`src/rtl/int_to_flop.sv`:
```
// int_to_flop: serial two's-complement integer -> 13-bit flop {sign, mant[7:0], exp[3:0]},
// normalizing one bit per clock. Define INT_TO_FLOP_ROUND_EN for a half-up rounding stage.
module int_to_flop #(
  parameter int IN_W = 16  // legal 9..16; the exponent field tops out at IN_W-1
) (
  input  logic            clk,
  input  logic            reset,
  input  logic            in_valid,
  output logic            in_ready,
  input  logic [IN_W-1:0] in_data,
  output logic            out_valid,
  input  logic            out_ready,
  output logic [12:0]     result,
  output logic            busy
);

  typedef enum logic [1:0] {
    IDLE  = 2'd0,
    NORM  = 2'd1,
    ROUND = 2'd2,
    DONE  = 2'd3
  } state_t;

  localparam logic [3:0]      EXP_TOP = 4'(IN_W - 1);
  localparam logic [IN_W-1:0] ONE     = IN_W'(1);

  state_t          state_q, state_d;
  logic            sign_q, sign_d;
  logic [IN_W-1:0] mag_q, mag_d;
  logic [3:0]      exp_cnt_q, exp_cnt_d;
  logic [12:0]     result_q, result_d;
`ifdef INT_TO_FLOP_ROUND_EN
  logic [8:0]      mant_inc;
`endif

  assign in_ready  = (state_q == IDLE);
  assign out_valid = (state_q == DONE);
  assign busy      = (state_q != IDLE);
  assign result    = result_q;

  always_comb begin
    state_d   = state_q;
    sign_d    = sign_q;
    mag_d     = mag_q;
    exp_cnt_d = exp_cnt_q;
    result_d  = result_q;
`ifdef INT_TO_FLOP_ROUND_EN
    mant_inc  = {1'b0, mag_q[IN_W-1 -: 8]} + {8'd0, mag_q[IN_W-9]};
`endif
    case (state_q)
      IDLE: begin
        if (in_valid && in_ready) begin
          sign_d    = in_data[IN_W-1];
          // Unsigned magnitude keeps the most negative input exact (e.g. 0x8000).
          mag_d     = in_data[IN_W-1] ? (~in_data) + ONE : in_data;
          exp_cnt_d = EXP_TOP;
          state_d   = NORM;
        end
      end
      NORM: begin
        if (mag_q == '0) begin
          sign_d   = 1'b0;
          result_d = '0;
          state_d  = DONE;
        end else if (mag_q[IN_W-1]) begin
`ifdef INT_TO_FLOP_ROUND_EN
          state_d  = ROUND;
`else
          result_d = {sign_q, mag_q[IN_W-1 -: 8], exp_cnt_q};
          state_d  = DONE;
`endif
        end else begin
          mag_d     = mag_q << 1;
          exp_cnt_d = exp_cnt_q - 4'd1;
        end
      end
`ifdef INT_TO_FLOP_ROUND_EN
      ROUND: begin
        // Mantissa carry renormalizes to 0x80 one exponent up, or saturates at the top.
        if (mant_inc[8]) begin
          if (exp_cnt_q == 4'hF) begin
            result_d = {sign_q, 8'hFF, 4'hF};
          end else begin
            result_d = {sign_q, 8'h80, exp_cnt_q + 4'd1};
          end
        end else begin
          result_d = {sign_q, mant_inc[7:0], exp_cnt_q};
        end
        state_d = DONE;
      end
`endif
      DONE: begin
        if (out_ready) begin
          state_d = IDLE;
        end
      end
      default: state_d = IDLE;
    endcase
  end

  always_ff @(posedge clk) begin
    if (reset) begin
      state_q   <= IDLE;
      sign_q    <= 1'b0;
      mag_q     <= '0;
      exp_cnt_q <= '0;
      result_q  <= '0;
    end else begin
      state_q   <= state_d;
      sign_q    <= sign_d;
      mag_q     <= mag_d;
      exp_cnt_q <= exp_cnt_d;
      result_q  <= result_d;
    end
  end

endmodule
```
`config.mk`:
```
export PLATFORM = sky130hd
export DESIGN_NAME = int_to_flop
export DESIGN_NICKNAME = d
export VERILOG_FILES = /design/src/rtl/int_to_flop.sv
export SDC_FILE = /design/constraint.sdc
export NUM_CORES = 1
export LEC_CHECK = 0
export CAP_MARGIN = 20
export CORE_MARGIN = 2
export CORE_UTILIZATION = 54
export CTS_CLUSTER_SIZE = 14
export DETAILED_ROUTE_END_ITERATION = 8
export PLACE_DENSITY = 0.9
export REMOVE_ABC_BUFFERS = 1
export SLEW_MARGIN = 20
export SYNTH_ARGS = -nofsm -noshare
export SYNTH_HDL_FRONTEND = slang
export SYNTH_SLANG_ARGS = --single-unit
```
`constraint.sdc`:
```
create_clock -name clk -period 3.4 [get_ports clk]
set_clock_uncertainty 0.05 [all_clocks]
set_input_delay 0.51 -clock clk [delete_from_list [all_inputs] [get_ports clk]]
set_output_delay 0.51 -clock clk [all_outputs]
set_load 0.03 [all_outputs]
```
==> flow_metrics.tcl <==
set metrics [dict create \
    status "finished clean" \
    async_flop_share_pct 0 \
    grt.overflow.total 0 \
    setup_violations 0 \
    synthSimpleGateAreaFrac_pct 19.1 \
    cts_resized 0 \
    ys_seq_elements 36 \
    cp-end-kind "flip-flop" \
    cp.required_ns 3.59 \
    yosysTopAreaCell "dfxtp_1" \
    grt_max_degree 37 \
    areaGrowthSynthToFinish_pct 25.4 \
    start_util_pct 55.7 \
    yosysSeqAreaShare_pct 39.1 \
    synth_top_area_share_pct 39.1 \
    cp_top_family "compound AO/OA/AOI/OAI gates" \
    synth_top_family_by_area "compound AO/OA/AOI/OAI gates" \
    synth_edf_count 0 \
    synth_compound_area_share_pct 29.2 \
    num-fill-cells 286 \
    finalWirelength_mm 4.31 \
    cellPowerDensity_nw_per_um2 441 \
    place_hpwl_mm 3.11 \
    cts-buffers-inserted 5 \
    core_area_um2 3310 \
    cts_htree_levels 2 \
    cts_root_buffer "clkbuf_4" \
    maxCapViolations 0 \
    final_cell_mix "dfxtp_1 (36), clkdlybuf4s50_1 (35), nor2_1 (31)" \
    hold_viol 0 \
    placementRows 21 \
    slew_headroom_pct 32.8 \
    vias 1796 \
    grt_antenna_before_repair 0 \
    die_h_um 62.4 \
    syn_inst 215 \
    grt_pass1_vias 1604 \
    worstPathCellList "clkdlybuf4s50_1, inv_1, ha_1, or4b_4, o41ai_2, xnor2_1, a221oi_1, nor3_1" \
    rsz0062_at_grt "false" \
    hold_path.class "reg2reg" \
    power.leakage_nw 0.819 \
    grt_use_met1_pct 30.4 \
    crit_fanout 5 \
    crit_buf_inv 2 \
    layout.cells.non_filler 294 \
    top_usage_layer "met2" \
    syn_area_um2 1840 \
    start_kind "input pin" \
    viasPerCell 6.11 \
    crit_arrival_ns 2.56 \
    post_synth_num_cell_types 38 \
    clkLatencyLatePin_ns 0.35 \
    synthAdderAreaFrac_pct 1.36 \
    synth_area_leaders "dfxtp_1 (39%), a22oi_1 (6.5%), nor2_1 (6.3%), xnor2_1 (6.2%), a21oi_1 (3.8%)" \
    cp_slowest_cell "or4b_4" \
    worst-setup-path-type "in2reg" \
    boundaryPins 36 \
    drive_above_1_share_pct 8.47 \
    dp_cells 286 \
    grt.met3_usage_pct 5.77 \
    firstDrtPassIters 5 \
    max_stage_delay_ns 0.52 \
    syn_avg_cell_area_um2 8.58 \
    layout_commonest_cell "dfxtp_1" \
    gp_congestion 0.893 \
    clk_pin_slew_worst_paths_ns 0.11 \
    post-route-period-util_pct 69.8 \
    drv_slew 0 \
    post_cts_buffers 0 \
    die-area_um2 3900 \
    multi_input_area_um2 1040 \
    tns_ns 0 \
    ir_drop_uv 300 \
    wl_per_cell_um 14.7 \
    cts-hold-fix-buffers 0 \
    worstMarginPinSlew_ns 1.01 \
    gr-usage-met2_pct 39.0 \
    grt_pass1_wl_mm 7.51 \
    cts_tree "built" \
    power_w 0.00102 \
    yosys.area_share.xor_xnor_pct 6.17 \
    fmax_mhz 421 \
    postRouteAntennaNets 0 \
    antennaDiodeCount 0 \
    grt_use_total_pct 24.0 \
    synthMuxAreaShare_pct 0.543 \
    seq_area_um2 721 \
    drt_iter0_drc 142 \
    fin_crit_ns 2.37 \
    fp.dieW_um 62.4 \
    ys.warnings.count 0 \
    synth_flop_cell "dfxtp_1" \
    regToRegSetupSlack_ns 1.04 \
    drc_errors 0 \
    final_nets 269 \
    clk_path_buf_depth 2 \
    io_buffers 35 \
    clock_sinks 36 \
]
==> cell usage after synthesis, types with 2 or more instances <==
library cell	number
a211oi_1	6
a21oi_1	14
a221oi_1	6
a22oi_1	16
a311oi_1	3
and2_1	2
clkbuf_1	13
dfxtp_1	36
ha_1	2
inv_1	7
nand2_1	11
nand2b_1	2
nor2_1	31
nor2b_1	3
nor3_1	10
nor4_1	5
o211ai_1	2
o21ai_0	6
o31ai_1	4
o41ai_2	3
or3_1	2
or4_1	3
xnor2_1	13
==> tightest hold or removal path, stage by stage (launching register included) <==
cell and delay [ns]:
dfxtp_1 0.34, nand2_1 0.06, a21oi_1 0.05
==> registers in the layout (all words and copies together), names as in the netlist <==
signal	cells
mag_q	16
result	13
exp_cnt_q	4
state_q	2
sign_q	1
==> final cells by class <==
type,instances,area share (%)
flip-flops and latches,36,31.2
inverters,7,1.14
multi-input cells,157,45.0
clock buffers,5,1.62
repair buffers,40,16.8
well taps,46,2.49
clock inverters,3,1.84
==> where the power goes <==
part	total, W	internal (W)	switching [W]
clock	0.000302	0.000153	0.000149
combinational	0.000229	0.000101	0.000129
sequential	0.000487	0.000454	0.0000331
total	0.00102	0.000708	0.000311
==> metrics by stage <==
stage | utilization, % | hold WS [ns] | area [um2] | worst slack, ns
2_1_floorplan | - | 0.388 | 1790 | 1.29
3_3_place_gp | 67.4 | 0.412 | 2230 | 0.727
3_5_place_dp | 67.4 | 0.417 | 2230 | 0.671
4_1_cts | 69.8 | 0.434 | 2310 | 1.05
5_1_grt | 69.8 | 0.464 | 2310 | 0.864
6_report | 69.8 | 0.434 | 2310 | 1.03
==> final timing paths <==
check,startpoint,to,cells past startpoint
min,mag_q[2]$_SDFFE_PP0P_,mag_q[2]$_SDFFE_PP0P_,2
max reg2reg,mag_q[2]$_SDFFE_PP0P_,mag_q[12]$_SDFFE_PP0P_,5
min reg2reg,mag_q[2]$_SDFFE_PP0P_,mag_q[2]$_SDFFE_PP0P_,2
max,in_data[0],mag_q[14]$_SDFFE_PP0P_,8
==> cell families after synthesis <==
family,count (synthesis)
flip-flops,36
adder cells (fa/ha/maj),2
AND/OR/NAND/NOR,73
AO/OA/AOI/OAI,68
buffers and inverters,22
XOR/XNOR,13
multiplexers,1
==> per-layer routing <==
metal | routed length, um | part of all wire [%]
met1 | 1840 | 43
met2 | 2100 | 49
met3 | 278 | 6.4
met4 | 96 | 2.2
met5 | 0 | 0
(Power assumes the default switching activity.)
